`config.mk`:
```
export PLATFORM = sky130hd
export DESIGN_NAME = capture_trigger_ctrl_flat
export DESIGN_NICKNAME = d
export VERILOG_FILES = /design/src/rtl/capture_trigger_ctrl_if.sv /design/src/rtl/capture_trigger_ctrl.sv /design/src/flat_wrapper.sv
export SDC_FILE = /design/constraint.sdc
export NUM_CORES = 1
export LEC_CHECK = 0
export ABC_CLOCK_PERIOD_IN_PS = 3200
export CAP_MARGIN = 20
export CORE_UTILIZATION = 52
export DETAILED_ROUTE_END_ITERATION = 16
export GPL_ROUTABILITY_DRIVEN = 1
export GPL_TIMING_DRIVEN = 0
export HOLD_SLACK_MARGIN = 0.06
export PLACE_DENSITY = 0.8
export SLEW_MARGIN = 40
export SYNTH_ARGS = -nofsm -noshare
export SYNTH_HDL_FRONTEND = slang
export SYNTH_SLANG_ARGS = --single-unit
```
`constraint.sdc`:
```
create_clock -name clk -period 3.2 [get_ports clk]
set_clock_uncertainty 0.05 [all_clocks]
set_input_delay 0.64 -clock clk [delete_from_list [all_inputs] [get_ports clk]]
set_output_delay 0.64 -clock clk [all_outputs]
set_load 0.01 [all_outputs]
```
`src/rtl/capture_trigger_ctrl_if.sv`:
```
// Control/status bundle between software-side control logic, the edge
// trigger stage and the acquisition trigger controller.
interface capture_trigger_ctrl_if #(
  parameter int CNT_WIDTH = 16
) ();
  logic                 arm;
  logic                 abort;
  logic                 trig_pulse;
  logic                 sample_stb;
  logic [CNT_WIDTH-1:0] post_samples;
  logic                 armed;
  logic                 capture_en;
  logic                 trig_seen;
  logic                 done;
  logic [CNT_WIDTH-1:0] sample_idx;

  // Drives requests and observes status.
  modport master (
    output arm, abort, trig_pulse, sample_stb, post_samples,
    input  armed, capture_en, trig_seen, done, sample_idx
  );

  // The trigger controller itself.
  modport slave (
    input  arm, abort, trig_pulse, sample_stb, post_samples,
    output armed, capture_en, trig_seen, done, sample_idx
  );
endinterface

```
`src/rtl/capture_trigger_ctrl.sv`:
```
// Acquisition trigger controller: once armed, waits for a trigger pulse,
// then opens a capture window of exactly N sample strobes and signals done.
module capture_trigger_ctrl #(
  parameter int CNT_WIDTH  = 16,
  parameter bit AUTO_REARM = 1'b0
) (
  input  logic                  clk,
  input  logic                  reset,
  capture_trigger_ctrl_if.slave bus
);

  typedef enum logic [1:0] {
    IDLE    = 2'd0,
    ARMED   = 2'd1,
    CAPTURE = 2'd2,
    DONE    = 2'd3
  } state_t;

  localparam logic [CNT_WIDTH-1:0] ONE = CNT_WIDTH'(1);

  state_t               state_q, state_d;
  logic [CNT_WIDTH-1:0] len_q, len_d;
  logic [CNT_WIDTH-1:0] idx_q, idx_d;
  logic                 trig_seen_q, trig_seen_d;

  // State, latched length, sample index and trigger flag registers.
  always_ff @(posedge clk) begin
    if (reset) begin
      state_q     <= IDLE;
      len_q       <= '0;
      idx_q       <= '0;
      trig_seen_q <= 1'b0;
    end else begin
      state_q     <= state_d;
      len_q       <= len_d;
      idx_q       <= idx_d;
      trig_seen_q <= trig_seen_d;
    end
  end

  // Next-state logic; abort overrides every other transition.
  always_comb begin
    state_d     = state_q;
    len_d       = len_q;
    idx_d       = idx_q;
    trig_seen_d = 1'b0;
    if (bus.abort) begin
      // sample_idx deliberately holds so software can see how far it got.
      state_d = IDLE;
    end else begin
      case (state_q)
        IDLE: begin
          if (bus.arm) begin
            state_d = ARMED;
            len_d   = bus.post_samples;
          end
        end
        ARMED: begin
          // A strobe coinciding with the trigger is not counted.
          if (bus.trig_pulse) begin
            trig_seen_d = 1'b1;
            if (len_q != '0) begin
              state_d = CAPTURE;
              idx_d   = '0;
            end else begin
              state_d = DONE;
            end
          end
        end
        CAPTURE: begin
          // len_q is non-zero here, so len_q-1 cannot underflow and the
          // index stops at len_q without wrapping.
          if (bus.sample_stb) begin
            idx_d = idx_q + ONE;
            if (idx_q == len_q - ONE) begin
              state_d = DONE;
            end
          end
        end
        DONE: begin
          state_d = AUTO_REARM ? ARMED : IDLE;
        end
        default: begin
          state_d = IDLE;
        end
      endcase
    end
  end

  assign bus.armed      = (state_q == ARMED);
  assign bus.capture_en = (state_q == CAPTURE);
  assign bus.done       = (state_q == DONE);
  assign bus.trig_seen  = trig_seen_q;
  assign bus.sample_idx = idx_q;

endmodule

```
`src/flat_wrapper.sv`:
```
// flat-port wrapper written by rule: the top's interface ports become plain ports
module capture_trigger_ctrl_flat 
#(
  parameter int CNT_WIDTH  = 16,
  parameter bit AUTO_REARM = 1'b0
)
  (clk, reset, bus_arm, bus_abort, bus_trig_pulse, bus_sample_stb, bus_post_samples, bus_armed, bus_capture_en, bus_trig_seen, bus_done, bus_sample_idx);
  capture_trigger_ctrl_if #(.CNT_WIDTH(CNT_WIDTH)) bus_i ();
  input  logic clk;
  input  logic reset;
  input wire logic [$bits(bus_i.arm)-1:0] bus_arm;
  input wire logic [$bits(bus_i.abort)-1:0] bus_abort;
  input wire logic [$bits(bus_i.trig_pulse)-1:0] bus_trig_pulse;
  input wire logic [$bits(bus_i.sample_stb)-1:0] bus_sample_stb;
  input wire logic [$bits(bus_i.post_samples)-1:0] bus_post_samples;
  output wire logic [$bits(bus_i.armed)-1:0] bus_armed;
  output wire logic [$bits(bus_i.capture_en)-1:0] bus_capture_en;
  output wire logic [$bits(bus_i.trig_seen)-1:0] bus_trig_seen;
  output wire logic [$bits(bus_i.done)-1:0] bus_done;
  output wire logic [$bits(bus_i.sample_idx)-1:0] bus_sample_idx;
  assign bus_i.arm = bus_arm;
  assign bus_i.abort = bus_abort;
  assign bus_i.trig_pulse = bus_trig_pulse;
  assign bus_i.sample_stb = bus_sample_stb;
  assign bus_i.post_samples = bus_post_samples;
  assign bus_armed = bus_i.armed;
  assign bus_capture_en = bus_i.capture_en;
  assign bus_trig_seen = bus_i.trig_seen;
  assign bus_done = bus_i.done;
  assign bus_sample_idx = bus_i.sample_idx;
  capture_trigger_ctrl #(.CNT_WIDTH(CNT_WIDTH), .AUTO_REARM(AUTO_REARM)) u_core (.clk(clk), .reset(reset), .bus(bus_i));
endmodule
```
==> flow_summary.yaml <==
sta:
  finalSetupTns_ns: 0
  grt_setup_unrepaired: "false"
  fin_crit_ns: 3.06
  setup_slack_ns: 0.135
  relSlewSlack_pct: 52.9
  worst_slew_pin_slew_ns: 0.688
  slew_viol_final: 0
  fin_crit_sh_pct: 95.8
  finalHoldViolCount: 0
  maxClockFrequency_ghz: 0.326
  finalSetupViolations: 0
yosys:
  syn_nets: 303
  synthFlopType: "dfxtp_1"
  synth_edf_count: 0
  async_reset_ff_share_pct: 0
  synthCells: 274
  synth_common_cells: "nand2_1, dfxtp_1, nor2_1"
  yosys_warnings: 0
  synth.area.top_cells: "dfxtp_1, xor2_1, nand2_1, xnor2_1, nor2_1"
  synth_area_mm2: 0.00218
  syn_avg_cell_area_um2: 7.95
  synth_top_area_share_pct: 32.2
  synth_cell_types: 50
  ys_ff_latch: 35
  ys_seq_area_share_pct: 32.2
  synth_top_area_cell: "dfxtp_1"
  yosysMostFrequentCell: "nand2_1"
critical_path:
  critPathKind: "reg2reg"
  r2r_end: "u_core.state_q[0]"
  r2r_cells: 11
  endpoint_kind: "flip-flop"
  r2r-start: "u_core.len_q[0]"
  max_stage_delay_ns: 0.47
  cp-start-kind: "flip-flop"
  required_ns: 3.34
  crit_end: "u_core.state_q[0]"
  cp_max_fo: 9
  cp.arrival_ns: 3.20
  r2r_slack_ns: 0.14
  critPathSlowestCell: "a2111oi_4"
  cp_cell_sequence: "buf_6 > inv_1 > ha_1 > or3b_2 > clkbuf_1 > or2_2 > nor2_1 > o2111ai_1 > a2111oi_4 > a211oi_2 > a2111oi_2"
  crit_start: "u_core.len_q[0]"
clocking:
  cts_tree: "yes"
  path_clk_slew_ns: 0.07
  hold_buffers: 0
  clock_latency_ns: 0.28
  cts_setup_buffers: 0
  clockRootBuffer: "clkbuf_8"
  cts_inserted_buffers: 5
  htreeDepth: 2
  cts_sinks: 35
  cts_resized: 0
  clk_path_buf_depth: 2
worst_hold_path:
  hold_path.class: "reg2reg"
detailed_routing:
  antenna_left: 0
  drt_pass1_iterations: 4
  wl_per_cell_um: 13.4
  wl_um: 4990
  drt-initial-drc-count: 168
  vias: 2069
  viasPerCell: 5.56
  drc: 0
grt:
  grt_usage_pct: 26.1
  grt_max_degree: 12
  grt_pass1_vias: 1898
  antenna_found_initial: 0
  grt_overflow: 0
  grt_pass1_wl_um: 8770
finish:
  stdcell_area_mm2: 0.00276
  drive_gt1_share_pct: 6.83
  syn_to_final_growth_pct: 26.7
  stdcell_count: 372
  utilization_pct: 69.0
  fillers: 340
  nets: 350
  multi_input_area_mm2: 0.00136
  register_area_um2: 701
  insertedDiodeCount: 0
power_and_ir_drop:
  leakage_nw: 1.02
  pwr_density_cell_mw_per_mm2: 396
  p_int_mw: 0.805
  comb_power_share_pct: 19.8
  swShare_pct: 26.5
  power_frac_seq_pct: 42.5
  p_switching_mw: 0.290
  p_clk_share_pct: 37.7
  vdd_ir_drop_max_mv: 0.278
floorplan:
  dieArea_mm2: 0.00445
  die_h_um: 66.7
  core_area_mm2: 0.00400
  ios: 42
  num_rows: 23
  die-width_um: 66.7
  start_util_pct: 54.5
placed_design:
  place_ws_ns: -0.0852
  place_congestion: 0.895
  placed_cell_area_mm2: 0.00264
  port_buffers: 40
  dp.cells: 364
  hpwl_um: 3820
status:
  status: "completed"
flow_run:
  cap_violations: 0
==> metal layers <==
layer	vias to the layer above	global-route usage, %	routed length [um]
met4	0	8.78	69
met2	48	42.9	2470
li1	1047	-	-
met1	966	33.6	2240
met3	8	5.48	207
met5	-	0	0
==> critical path: cells and delay by family (launching register included) <==
kind / cells / cell delay, ns
adder cells (fa/ha/maj): 1 / 0.19
buffers and inverters: 3 / 0.43
AND/OR/NAND/NOR: 3 / 0.91
AO/OA/AOI/OAI: 4 / 1.06
flip-flops: 1 / 0.31
==> how the worst min path moves through the flow <==
stage	startpoint	end	depth (start not counted)
final	u_core.len_q[15]	u_core.len_q[15]	2
after global routing	u_core.len_q[15]	u_core.len_q[15]	2
after detailed placement	u_core.len_q[15]	u_core.len_q[15]	2
after floorplan	u_core.len_q[10]	u_core.len_q[10]	2
after global placement	u_core.len_q[15]	u_core.len_q[15]	2
after CTS	u_core.len_q[15]	u_core.len_q[15]	2
==> layout make-up <==
| cell class | count | area share, % |
|---|---|---|
| Multi-Input combinational cell | 211 | 49.1 |
| Tap cell | 50 | 2.27 |
| Clock inverter | 2 | 1.27 |
| Timing Repair Buffer | 40 | 14.5 |
| Inverter | 8 | 1.09 |
| Clock buffer | 6 | 2.99 |
| Sequential cell | 35 | 25.4 |
| Buffer | 20 | 3.40 |
==> power by group through the flow <==
stage               sequential (mW)  clock, mW  combinational, mW
floorplan                     0.470          0              0.154
global placement              0.474          0              0.212
detailed placement            0.475          0              0.214
CTS                           0.465      0.416              0.216
global route                  0.467      0.437              0.242
finish                        0.465      0.412              0.217
==> logic make-up after synthesis <==
| group | Yosys count | share of synthesized area [%] |
|---|---|---|
| adders and majority gates | 7 | 4.02 |
| buffers and inverters | 28 | 5.69 |
| and+or+nand+nor | 117 | 26.1 |
| xor gates and xnor gates | 34 | 13.7 |
| DFF | 35 | 32.2 |
| AOI/OAI and AO/OA | 52 | 17.9 |
| muxes | 1 | 0.460 |
==> cells in the final DEF, fill, tap and decap left out, drive strengths merged, types with 6 or more instances in the layout <==
master         count
a21oi             17
clkbuf            21
clkdlybuf4s50     40
dfxtp             35
ha                 7
inv                8
nand2             43
nand3              9
nor2              26
or4                6
xnor2             14
xor2              20
==> sequential cells by signal, summed over array words and instances (netlist names) <==
| name | flops |
|---|---|
| u_core.state_q | 2 |
| u_core.len_q | 16 |
| u_core.bus.trig_seen | 1 |
| u_core.bus.sample_idx | 16 |
==> metrics by stage <==
step,hold slack [ns],power (mW)
2_1_floorplan,0.406,0.624
5_1_grt,0.468,1.15
6_report,0.441,1.09
3_3_place_gp,0.428,0.686
4_1_cts,0.438,1.10
3_5_place_dp,0.425,0.689
No activity file was read; power rests on OpenSTA's default activity.
